===== config.mk =====
export PLATFORM = sky130hd
export DESIGN_NAME = vga_pixel_fetch
export DESIGN_NICKNAME = d
export VERILOG_FILES = /design/src/rtl/vga_pixel_fetch.sv
export SDC_FILE = /design/constraint.sdc
export NUM_CORES = 1
export LEC_CHECK = 0
export CORE_ASPECT_RATIO = 0.9
export CORE_MARGIN = 2
export CORE_UTILIZATION = 54
export DETAILED_ROUTE_END_ITERATION = 6
export GPL_ROUTABILITY_DRIVEN = 0
export HOLD_SLACK_MARGIN = 0.08
export PLACE_DENSITY = 0.79
export SETUP_SLACK_MARGIN = 0.2
export SLEW_MARGIN = 10
export SYNTH_ARGS = -nofsm -noshare
export SYNTH_HDL_FRONTEND = slang
export SYNTH_SLANG_ARGS = --single-unit

===== constraint.sdc =====
create_clock -name VGA_CLK -period 2.8 [get_ports VGA_CLK]
set_input_delay 0.84 -clock VGA_CLK [delete_from_list [all_inputs] [get_ports VGA_CLK]]
set_output_delay 0.84 -clock VGA_CLK [all_outputs]
set_load 0.1 [all_outputs]

===== src/rtl/vga_pixel_fetch.sv =====
// vga_pixel_fetch: streams RGB444 pixels from framebuffer memory into a
// prefetch FIFO and pops one pixel per PIX_REQ for the VGA timing driver.
// Linear raster-order addressing, restarted at 0 on FRAME_START.
// Optional feature macro: VGA_FETCH_UFLOW_CNT_EN adds a saturating
// UFLOW_COUNT[15:0] output counting PIX_UNDERFLOW pulses.
module vga_pixel_fetch #(
    parameter int unsigned H_VISIBLE_AREA  = 800,
    parameter int unsigned V_VISIBLE_AREA  = 600,
    parameter int unsigned FIFO_DEPTH      = 16,
    parameter int unsigned MAX_OUTSTANDING = 4,
    parameter int unsigned ADDR_WIDTH      = 19
) (
    input  logic                  VGA_CLK,
    input  logic                  VGA_RST_N,
    input  logic                  FRAME_START,
    input  logic                  PIX_REQ,
    output logic [11:0]           PIX_RGB,
    output logic                  PIX_VALID,
    output logic                  PIX_UNDERFLOW,
    output logic [ADDR_WIDTH-1:0] MEM_ADDR,
    output logic                  MEM_RD,
    input  logic                  MEM_WAIT,
    input  logic [11:0]           MEM_RDATA,
    input  logic                  MEM_RVALID
`ifdef VGA_FETCH_UFLOW_CNT_EN
    ,
    output logic [15:0]           UFLOW_COUNT
`endif
);

    localparam int unsigned PTR_W = $clog2(FIFO_DEPTH);
    localparam int unsigned OUT_W = $clog2(MAX_OUTSTANDING + 1);
    localparam logic [ADDR_WIDTH-1:0] LAST_ADDR =
        ADDR_WIDTH'(H_VISIBLE_AREA * V_VISIBLE_AREA - 1);

    typedef enum logic [1:0] {
        ST_IDLE,
        ST_FETCH,
        ST_DONE,
        ST_FLUSH
    } state_t;

    state_t                r_state;
    state_t                w_state_nxt;

    logic [11:0]           r_fifo [FIFO_DEPTH];
    logic [PTR_W-1:0]      r_wr_ptr;
    logic [PTR_W-1:0]      r_rd_ptr;
    logic [PTR_W:0]        r_count;
    logic [PTR_W:0]        w_count_nxt;
    logic [OUT_W-1:0]      r_outst;
    logic [OUT_W-1:0]      w_outst_nxt;
    logic [ADDR_WIDTH-1:0] r_addr;
    logic                  r_rd;
    logic [11:0]           r_rgb;
    logic                  r_valid;
    logic                  r_uflow;

    logic                  w_accept;
    logic                  w_last_accept;
    logic                  w_push;
    logic                  w_pop;
    logic                  w_uflow_evt;
    logic                  w_issue;

    assign w_accept      = r_rd & ~MEM_WAIT;
    assign w_last_accept = w_accept & (r_addr == LAST_ADDR);
    // Returns during FLUSH belong to the previous frame and are dropped.
    assign w_push        = MEM_RVALID & ((r_state == ST_FETCH) | (r_state == ST_DONE)) & ~FRAME_START;
    assign w_pop         = PIX_REQ & (r_count != '0) & ~FRAME_START;
    assign w_uflow_evt   = PIX_REQ & (r_count == '0) & ~FRAME_START;

    // Outstanding-read and FIFO-occupancy values after this cycle.
    always_comb begin
        w_outst_nxt = r_outst;
        if (w_accept && !MEM_RVALID) begin
            w_outst_nxt = r_outst + 1'b1;
        end else if (!w_accept && MEM_RVALID && (r_outst != '0)) begin
            w_outst_nxt = r_outst - 1'b1;
        end

        w_count_nxt = r_count;
        if (FRAME_START) begin
            w_count_nxt = '0;
        end else if (w_push && !w_pop) begin
            w_count_nxt = r_count + 1'b1;
        end else if (!w_push && w_pop) begin
            w_count_nxt = r_count - 1'b1;
        end
    end

    // Next-state and read-issue decision.
    always_comb begin
        w_state_nxt = r_state;
        w_issue     = 1'b0;
        if (FRAME_START) begin
            w_state_nxt = (w_outst_nxt == '0) ? ST_FETCH : ST_FLUSH;
        end else begin
            case (r_state)
                ST_FETCH: if (w_last_accept)       w_state_nxt = ST_DONE;
                ST_FLUSH: if (w_outst_nxt == '0)   w_state_nxt = ST_FETCH;
                default:                           w_state_nxt = r_state;
            endcase
        end
        // Credits are judged on post-update counts so a request raised now
        // always has a FIFO slot and an outstanding slot once accepted.
        if ((w_state_nxt == ST_FETCH) && !FRAME_START &&
            ((32'(w_count_nxt) + 32'(w_outst_nxt)) < FIFO_DEPTH) &&
            (32'(w_outst_nxt) < MAX_OUTSTANDING)) begin
            w_issue = 1'b1;
        end
    end

    // State register.
    always_ff @(posedge VGA_CLK or negedge VGA_RST_N) begin
        if (!VGA_RST_N) begin
            r_state <= ST_IDLE;
        end else begin
            r_state <= w_state_nxt;
        end
    end

    // Outstanding count and read request/address; request held while stalled.
    always_ff @(posedge VGA_CLK or negedge VGA_RST_N) begin
        if (!VGA_RST_N) begin
            r_outst <= '0;
            r_addr  <= '0;
            r_rd    <= 1'b0;
        end else begin
            r_outst <= w_outst_nxt;
            if (FRAME_START) begin
                r_addr <= '0;
                r_rd   <= 1'b0;
            end else begin
                if (w_accept && (r_addr != LAST_ADDR)) begin
                    r_addr <= r_addr + 1'b1;
                end
                if (!r_rd || w_accept) begin
                    r_rd <= w_issue;
                end
            end
        end
    end

    // FIFO pointers and occupancy.
    always_ff @(posedge VGA_CLK or negedge VGA_RST_N) begin
        if (!VGA_RST_N) begin
            r_wr_ptr <= '0;
            r_rd_ptr <= '0;
            r_count  <= '0;
        end else begin
            r_count <= w_count_nxt;
            if (FRAME_START) begin
                r_wr_ptr <= '0;
                r_rd_ptr <= '0;
            end else begin
                if (w_push) r_wr_ptr <= r_wr_ptr + 1'b1;
                if (w_pop)  r_rd_ptr <= r_rd_ptr + 1'b1;
            end
        end
    end

    // FIFO storage.
    always_ff @(posedge VGA_CLK) begin
        if (w_push) begin
            r_fifo[r_wr_ptr] <= MEM_RDATA;
        end
    end

    // Pixel response one cycle after PIX_REQ; RGB holds when idle.
    always_ff @(posedge VGA_CLK or negedge VGA_RST_N) begin
        if (!VGA_RST_N) begin
            r_rgb   <= '0;
            r_valid <= 1'b0;
            r_uflow <= 1'b0;
        end else begin
            r_valid <= 1'b0;
            r_uflow <= 1'b0;
            if (PIX_REQ) begin
                if (w_pop) begin
                    r_rgb   <= r_fifo[r_rd_ptr];
                    r_valid <= 1'b1;
                end else begin
                    r_rgb   <= '0;
                    r_uflow <= ~FRAME_START;
                end
            end
        end
    end

`ifdef VGA_FETCH_UFLOW_CNT_EN
    logic [15:0] r_uflow_cnt;

    // Saturating underflow count; only reset clears it.
    always_ff @(posedge VGA_CLK or negedge VGA_RST_N) begin
        if (!VGA_RST_N) begin
            r_uflow_cnt <= '0;
        end else if (w_uflow_evt && (r_uflow_cnt != '1)) begin
            r_uflow_cnt <= r_uflow_cnt + 1'b1;
        end
    end

    assign UFLOW_COUNT = r_uflow_cnt;
`else
    logic w_uflow_unused;
    assign w_uflow_unused = w_uflow_evt;
`endif

    assign PIX_RGB       = r_rgb;
    assign PIX_VALID     = r_valid;
    assign PIX_UNDERFLOW = r_uflow;
    assign MEM_ADDR      = r_addr;
    assign MEM_RD        = r_rd;

endmodule

# After elaboration in Yosys (flattened, before gate mapping)
# Memory sizes are Yosys's and may differ from the RTL's.
# Index checks and enable logic that the tools add are counted.
# classes
n_addsub	8
n_mul	0
n_div	0
magnitude_cmp	2
eq_ne	6
shift	0
muxes	26
bitwise	9
n_reduce_logical	23
# op_table
operator	count
19-bit 2-to-1 mux	2
19-bit by 1-bit adder with 19-bit output, second input constant	1
19-bit equality test, second input constant	1
19-bit inequality test, second input constant	1
4-bit 2-to-1 mux	4
5-bit 2-to-1 mux	3
12-bit 2-to-1 mux	1
1-bit logical AND	9
1-bit 2-to-1 mux	9
4-bit by 1-bit adder with 4-bit output, second input constant	2
2-bit 2-to-1 mux	4
2-bit nonzero test	4
5-bit by 3-bit adder with 6-bit output	1
1-bit AND	6
1-bit logical NOT	6
6-bit by 5-bit less-than comparator with 1-bit output, second input constant	1
3-bit 2-to-1 mux	2
5-bit by 1-bit adder with 5-bit output, second input constant	1
5-bit nonzero test	1
5-bit by 1-bit subtractor with 5-bit output, second input constant	1
2-bit by 1-bit equality test with 1-bit output, second input constant	2
2-bit equality test, second input constant	2
2-bit case mux with 2 select lines	1
3-bit by 1-bit adder with 3-bit output, second input constant	1
7 further kinds	8
# totals
regBits	52
latch_bits	0
ram_bits	192
romBits	0
mem_count	1
# mem_list
name	depth	width	rd	rd_clocked_by_memory_dff	wr	line_no	source
r_fifo	16	12	1	0	1	46	logic [11:0] r_fifo [FIFO_DEPTH];

# Logic depth before layout (Yosys ltp)
# Gate-level depths: netlist (run 1).
# logic_depth
depth_word	18
ltp_mapped	12
mapped_depth_nobuf	12

# Least setup slack after synthesis (run 1)
# Ideal clock, no wire load.
# synth_timing
kind	register to register
startpoint	register r_count[0]
endpoint	register r_rd, in the netlist MEM_RD
arrival_ns	2.859
required_ns	2.704
setup_slack_ns	-0.155
path_stages_with_launch	13
n_path_buf	1
path_cell_list	dfrtp_1 > inv_1 > ha_1 > or3b_2 > o21a_1 > clkbuf_1 > a31oi_1 > xor2_1 > nor2_1 > ha_1 > and3_1 > a221o_1 > a311oi_2
# synth_between
elab_chain_len	14
elab_cells_between_ends	18
# synth_lines
element	line_no	source
from (decl)	49	logic [PTR_W:0] r_count;
from (signal assigned)	152	r_count <= w_count_nxt;
parallel branches: the longest is 5 deep, another holds 5-bit by 1-bit subtractor with 5-bit output	n/a	
5-bit 2-to-1 mux *	85	end else if (w_push && !w_pop) begin
5-bit 2-to-1 mux *	83	if (FRAME_START) begin
named net w_count_nxt[2]	50	logic [PTR_W:0] w_count_nxt;
5-bit by 3-bit adder with 6-bit output *	108	((32'(w_count_nxt) + 32'(w_outst_nxt)) < FIFO_DEPTH) &&
6-bit by 5-bit less-than comparator with 1-bit output *	108	
1-bit logical AND *	107	if ((w_state_nxt == ST_FETCH) && !FRAME_START &&
1-bit logical AND *	108	
1-bit 2-to-1 mux *	107	
1-bit 2-to-1 mux *	138	if (!r_rd || w_accept) begin
1-bit 2-to-1 mux *	131	if (FRAME_START) begin
to (signal assigned)	139	r_rd <= w_issue;
to (decl)	54	logic r_rd;
# Mark *: on every way through the listed nets, which the timed path passes. The select of a mux whose other input is x is not followed.
# A chain may end at the register's enable or synchronous reset.

# Final worst setup path (run 1)
# layout_timing
startpoint	register r_count[1]
endpoint	register r_rd, in the netlist MEM_RD
# Same word-level chain as after synthesis.

==> results.json, run 1 <==
{
  "clkSinkCount": 244,
  "dieArea_um2": 19600,
  "cp-start-kind": "flop",
  "htree_levels": 1,
  "place_area_um2": 11200,
  "start_util_pct": 54.7,
  "cts_tree": "done",
  "synth_area_leader_cell": "edfxtp_1",
  "leakagePower_nw": 4.32,
  "wirelength_um": 21700,
  "slew_headroom_pct": 30.0,
  "yosys_warnings": 0,
  "grt.total_usage_pct": 22.5,
  "drv_slew": 0,
  "root_buffer": "clkbuf_16",
  "cp.arrival_ps": 3290,
  "io_buffer_count": 51,
  "fmax_mhz": 348,
  "synth_top_area_share_pct": 57.9,
  "cp.required_ps": 3220,
  "stdcell_area_um2": 12100,
  "ys_seq_area_share_pct": 70.9,
  "syn2layout_area_growth_pct": 21.5,
  "synth_seq_cells": 244,
  "vias": 5611,
  "status": "finished with violations",
  "tns_ps": -73.7,
  "die_h_um": 133,
  "period_share_pct": 103,
  "end_kind": "flop",
  "maxCapViolCount": 0,
  "worst_slew_pin_slew_ps": 1050,
  "synth-edff-count": 192,
  "placeableCoreArea_um2": 18200,
  "finish.utilization_pct": 66.4,
  "drtAntennaViolNets": 0,
  "crit_path_max_incr_delay_ps": 400,
  "synth.top_cells.by_area": "edfxtp_1 58%, mux4_2 14%, dfrtp_1 13%",
  "worst_slack_ps": -73.7,
  "num_rows": 47,
  "critPathKind": "flop to flop",
  "antennaDiodeCount": 0,
  "cts_hold_buf": 0,
  "via_per_inst": 6.01,
  "dp_hpwl_um": 13700,
  "insertion_delay_ps": 520,
  "synth_cell_types": 45,
  "fin_crit_ps": 2870,
  "pin_count": 52,
  "async_flop_share_pct": 21.3,
  "instances_no_fill": 933,
  "powerDensity_nw_per_um2": 826,
  "synth-main-ff-cell": "edfxtp_1",
  "fin_nets": 703,
  "worstPathCellList": "inv_2, ha_4, or3b_4, o21a_2, a31oi_2, xor2_1, nor2_1, ha_1, and3_1, a221o_1, a311oi_2",
  "worstHoldPathType": "primary input to async pin",
  "numCtsBuffers": 24,
  "synthesis.instances": 554,
  "clkTransAtPathRegs_ps": 70,
  "p_total_mw": 10.0,
  "rsz0062_at_grt": "yes",
  "violations": "negative setup slack",
  "drive_gt1_share_pct": 31.0,
  "antenna_found_initial": 0,
  "nFillCells": 1186,
  "path_max_fanout": 4,
  "grt_pass1_wl_um": 33500,
  "setup_violations": 1,
  "hold_violations": 0,
  "grt-ovfl-total": 0,
  "skew_ps": 10.8,
  "clockBufferDepth": 3,
  "drc": 0,
  "placed_cells": 878,
  "drtIter0Drc": 452,
  "syn_nets": 587,
  "syn-cell-area_um2": 9960,
  "wl_per_cell_um": 23.3,
  "drt_pass1_iterations": 4,
  "slowest_stage": "dfrtp_1",
  "grt_pass1_vias": 5743,
  "syn_area_per_cell_um2": 18.0,
  "vdd.ir_drop.worst_v": 0.000628,
  "die_w_um": 147,
  "grt_max_degree": 51
}
==> state kept, by name (all words and copies together), names as in the netlist <==
name,flops
MEM_ADDR,19
MEM_RD,1
PIX_RGB,12
PIX_UNDERFLOW,1
PIX_VALID,1
r_count,5
r_fifo,192
r_outst,3
r_rd_ptr,4
r_state,2
r_wr_ptr,4
==> through the flow <==
| stage | hold WS, ps | setup slack (ps) |
|---|---|---|
| after global placement | 496 | -457 |
| after global routing | 332 | -168 |
| final | 310 | -73.7 |
| after detailed placement | 505 | -631 |
| after floorplan | 498 | 28.8 |
| after CTS | 319 | -13.0 |
==> synth_stat cells (2+ instances only) <==
cell       count
or3b_2         2
o21ai_0        3
buf_1         10
xnor2_1        7
nor4_1         2
nor4bb_1       3
dfrtp_1       52
ha_1          15
and4_1         3
o41a_1         2
nand2_1       26
a2111oi_0      2
mux4_2        60
buf_2          6
nor2b_1        5
clkbuf_1       9
nor2_1        41
nand4_1        8
nand2b_1       3
edfxtp_1     192
inv_1         10
and3_1         9
nor3_1         8
nand3_1        9
xor2_1        18
a21oi_1       11
a22o_1        12
a211oi_1       5
a31oi_1        2
mux2i_1        2
or3_1          3
==> power breakdown <==
part	internal [mW]	leakage, nW	switching, mW
Combinational	1.04	1.50	1.44
Clock	1.99	0.395	1.30
Sequential	4.08	2.42	0.149
==> layout by cell type (no fill, tap or decap), types with 4 or more instances in the layout <==
cell type and n:
a211oi_1 5, dfrtp_1 49, clkdlybuf4s50_1 15, clkinv_1 7
ha_1 14, xor2_1 18, clkbuf_16 25, mux4_2 60
nor2_1 41, nand4_1 8, and3_1 9, xnor2_1 7
nand2_1 26, buf_12 13, nor3_2 5, clkinv_2 4
nand3_1 9, edfxtp_1 192, buf_4 86, bufinv_16 4
inv_1 8, a21oi_1 11, nor2b_1 4, a22o_1 12
==> path summary, 6_finish.rpt <==
check,startpoint,end,slack (ps),depth (start not counted)
max,r_count[1],MEM_RD,-70,11
min,VGA_RST_N,MEM_ADDR[8],310,1
max reg2reg,r_count[1],MEM_RD,-70,11
min reg2reg,PIX_RGB[0],PIX_RGB[0],520,1
max in group asynchronous,VGA_RST_N,r_rd_ptr[1],1910,2
min in group VGA_CLK,PIX_RGB[0],PIX_RGB[0],520,1
==> cells by family (layout without fill, tap and decap cells) <==
family / Yosys count / after routing / synth area share [%]
AO/OA/AOI/OAI: 45 / 45 / 3.37
buffers and inverters: 37 / 171 / 1.54
multiplexers: 62 / 62 / 13.8
adder cells (fa/ha/maj): 15 / 15 / 1.88
XOR/XNOR: 25 / 25 / 2.20
flip-flops: 244 / 244 / 70.9
AND/OR/NAND/NOR: 126 / 126 / 6.33
==> critical path, delay by kind of cell, from the launching register on <==
family / cells / cell delay [ps]
compound gates: 4 / 990
simple gates: 3 / 660
fa+ha+maj: 2 / 450
flops: 1 / 400
xor+xnor: 1 / 180
buf+inv: 1 / 90
==> layout make-up <==
class / count / area, µm² / share of cell area, %
sequential: 244 / 7070 / 58.4
timing repair buffer: 116 / 1070 / 8.87
multi-input combinational: 273 / 2800 / 23.2
clock inverter: 16 / 174 / 1.44
inverter: 11 / 41.3 / 0.341
clock buffer: 28 / 637 / 5.26
tap: 245 / 307 / 2.53
==> metal layers <==
| layer | up-vias | global-route usage [%] | part of all wire (%) |
|---|---|---|---|
| met3 | 30 | 3.10 | 5.5 |
| li1 | 2433 | - | - |
| met2 | 203 | 37.7 | 50 |
| met4 | 0 | 5.07 | 2.0 |
| met1 | 2945 | 32.1 | 43 |
| met5 | - | 0 | 0 |
==> what timing repair did <==
action                     in CTS  in global routing
setup endpoints to repair       1                 28
pin swaps                       7                  1
hold endpoints to repair        0                  0
setup buffers                  10                  1
gates resized for setup         6                  3
Note: power is estimated with default switching activity, not from simulation.
==> inputs of run 2 (changes only) <==
- CORE_ASPECT_RATIO: 0.9 -> 1.75
==> results.json, run 2 (synthesis results as in run 1) <==
{
  "num_rows": 65,
  "antennaDiodeCount": 0,
  "clkTransAtPathRegs_ps": 70,
  "nFillCells": 1222,
  "slew_headroom_pct": 16.4,
  "clockBufferDepth": 3,
  "met2RoutedLength_um": 11800,
  "worstHoldPathType": "primary input to async pin",
  "period_share_pct": 99.6,
  "wl_per_cell_um": 22.7,
  "grt.total_usage_pct": 22.2,
  "powerDensity_nw_per_um2": 795,
  "pin_count": 52,
  "drc": 0,
  "numCtsBuffers": 22,
  "grt_pass1_vias": 5924,
  "drt_pass1_iterations": 4,
  "drtIter0Drc": 432,
  "fin_crit_ps": 2790,
  "placeableCoreArea_um2": 18100,
  "worst_slew_pin_slew_ps": 1250,
  "clkSinkCount": 244,
  "setup_violations": 0,
  "syn2layout_area_growth_pct": 18.6,
  "die_w_um": 107,
  "cp.required_ps": 3190,
  "wl_met3_um": 968,
  "status": "complete, no violations",
  "crit-reg2reg-launch": "r_count[0]",
  "grt-ovfl-total": 0,
  "hold_violations": 0,
  "start_util_pct": 55.2,
  "leakagePower_nw": 4.22,
  "end_kind": "flop",
  "drv_slew": 0,
  "via_per_inst": 5.94,
  "tns_ps": 0,
  "drtAntennaViolNets": 0,
  "layout_common_cells": "192 x edfxtp_1, 101 x buf_4, 60 x mux4_2",
  "grt_max_degree": 30,
  "drive_gt1_share_pct": 30.5,
  "cp.arrival_ps": 3180,
  "layout_commonest_cell": "edfxtp_1",
  "die_h_um": 184,
  "htree_levels": 1,
  "root_buffer": "clkbuf_16",
  "top_layer_used": "met4",
  "largest_register_ffs": 192,
  "skew_ps": 12.6,
  "antenna_found_initial": 1,
  "wirelength_um": 20900,
  "finish.utilization_pct": 65.5,
  "fmax_mhz": 358,
  "wl_met1_um": 7270,
  "insertion_delay_ps": 490,
  "io_buffer_count": 51,
  "fin_nets": 705,
  "critPathLaunch": "r_count[0]",
  "cts_hold_buf": 0,
  "top_register": "r_fifo",
  "dieArea_um2": 19600,
  "cp-start-kind": "flop",
  "vias": 5476,
  "path_max_fanout": 4,
  "grt_pass1_wl_um": 32700,
  "vdd.ir_drop.worst_v": 0.000563,
  "cts_tree": "done",
  "maxCapViolCount": 0,
  "dp_hpwl_um": 14300,
  "critPathKind": "flop to flop",
  "rsz0062_at_grt": "yes"
}
-- run 2: cell count changes in the layout (fill, tap and decap cells not counted), moves of 2 or more --
| cell | delta |
|---|---|
| buf_12 | -11 |
| buf_4 | +15 |
| clkinv_1 | -4 |
| bufinv_16 | -4 |
| clkbuf_16 | -2 |
| clkbuf_1 | +6 |
| clkinv_2 | -2 |
-- run 2: layout make-up --
| cell class | instances | area [µm²] | area share (%) |
|---|---|---|---|
| multi-input combinational | 273 | 2790 | 23.6 |
| timing repair buffer | 120 | 962 | 8.14 |
| inverter | 11 | 41.3 | 0.349 |
| sequential | 244 | 7070 | 59.8 |
| clock inverter | 7 | 37.5 | 0.318 |
| tap | 234 | 293 | 2.48 |
| clock buffer | 33 | 623 | 5.27 |
-- run 2: per-stage QoR --
stage	instances	setup WS, ps	hold slack, ps	cell area, µm²	total power [mW]
2_1_floorplan	554	28.8	498	10000	5.92
3_3_place_gp	878	-473	494	11100	6.53
3_5_place_dp	878	-688	507	11100	6.62
4_1_cts	921	-3.89	357	11800	9.46
5_1_grt	922	-57.1	390	11800	9.76
6_report	922	10.2	353	11800	9.40
-- run 2: timing repair --
item	CTS	global route
pin swaps	6	4
endpoints found under the hold margin	0	0
resized for setup	6	1
buffers inserted	3	1
setup endpoints to repair	44	7
-- run 2: where the power goes --
| group | total, mW | internal (mW) | switching, mW |
|---|---|---|---|
| clock network | 2.77 | 1.54 | 1.23 |
| registers | 4.24 | 4.08 | 0.162 |
| logic | 2.39 | 0.987 | 1.40 |
| total | 9.40 | 6.61 | 2.79 |
-- run 2: path summary, 6_finish.rpt --
kind | end | slack (ps) | cells past startpoint
setup / recovery | MEM_RD | 10 | 11
hold / removal | r_count[1] | 350 | 1
setup reg to reg | MEM_RD | 10 | 11
hold reg to reg | PIX_RGB[4] | 520 | 1
max in group asynchronous | PIX_RGB[6] | 1650 | 2
min in group VGA_CLK | PIX_RGB[4] | 520 | 1
-- run 2: routing by layer --
metal	track usage (%)	vias up
met5	0	-
met4	9.71	0
met3	3.54	59
met2	40.7	181
met1	25.3	2808
li1	-	2428
-- run 2: worst max-delay path, stage by stage (launching register included) --
cell      delay, ps
dfrtp_1         390
inv_2            90
ha_4            140
or3b_4          390
o21ai_2         150
buf_4           150
a211oi_1         50
nor3_1          340
ha_1            290
and3_1          160
a221o_1         300
a311oi_2        240
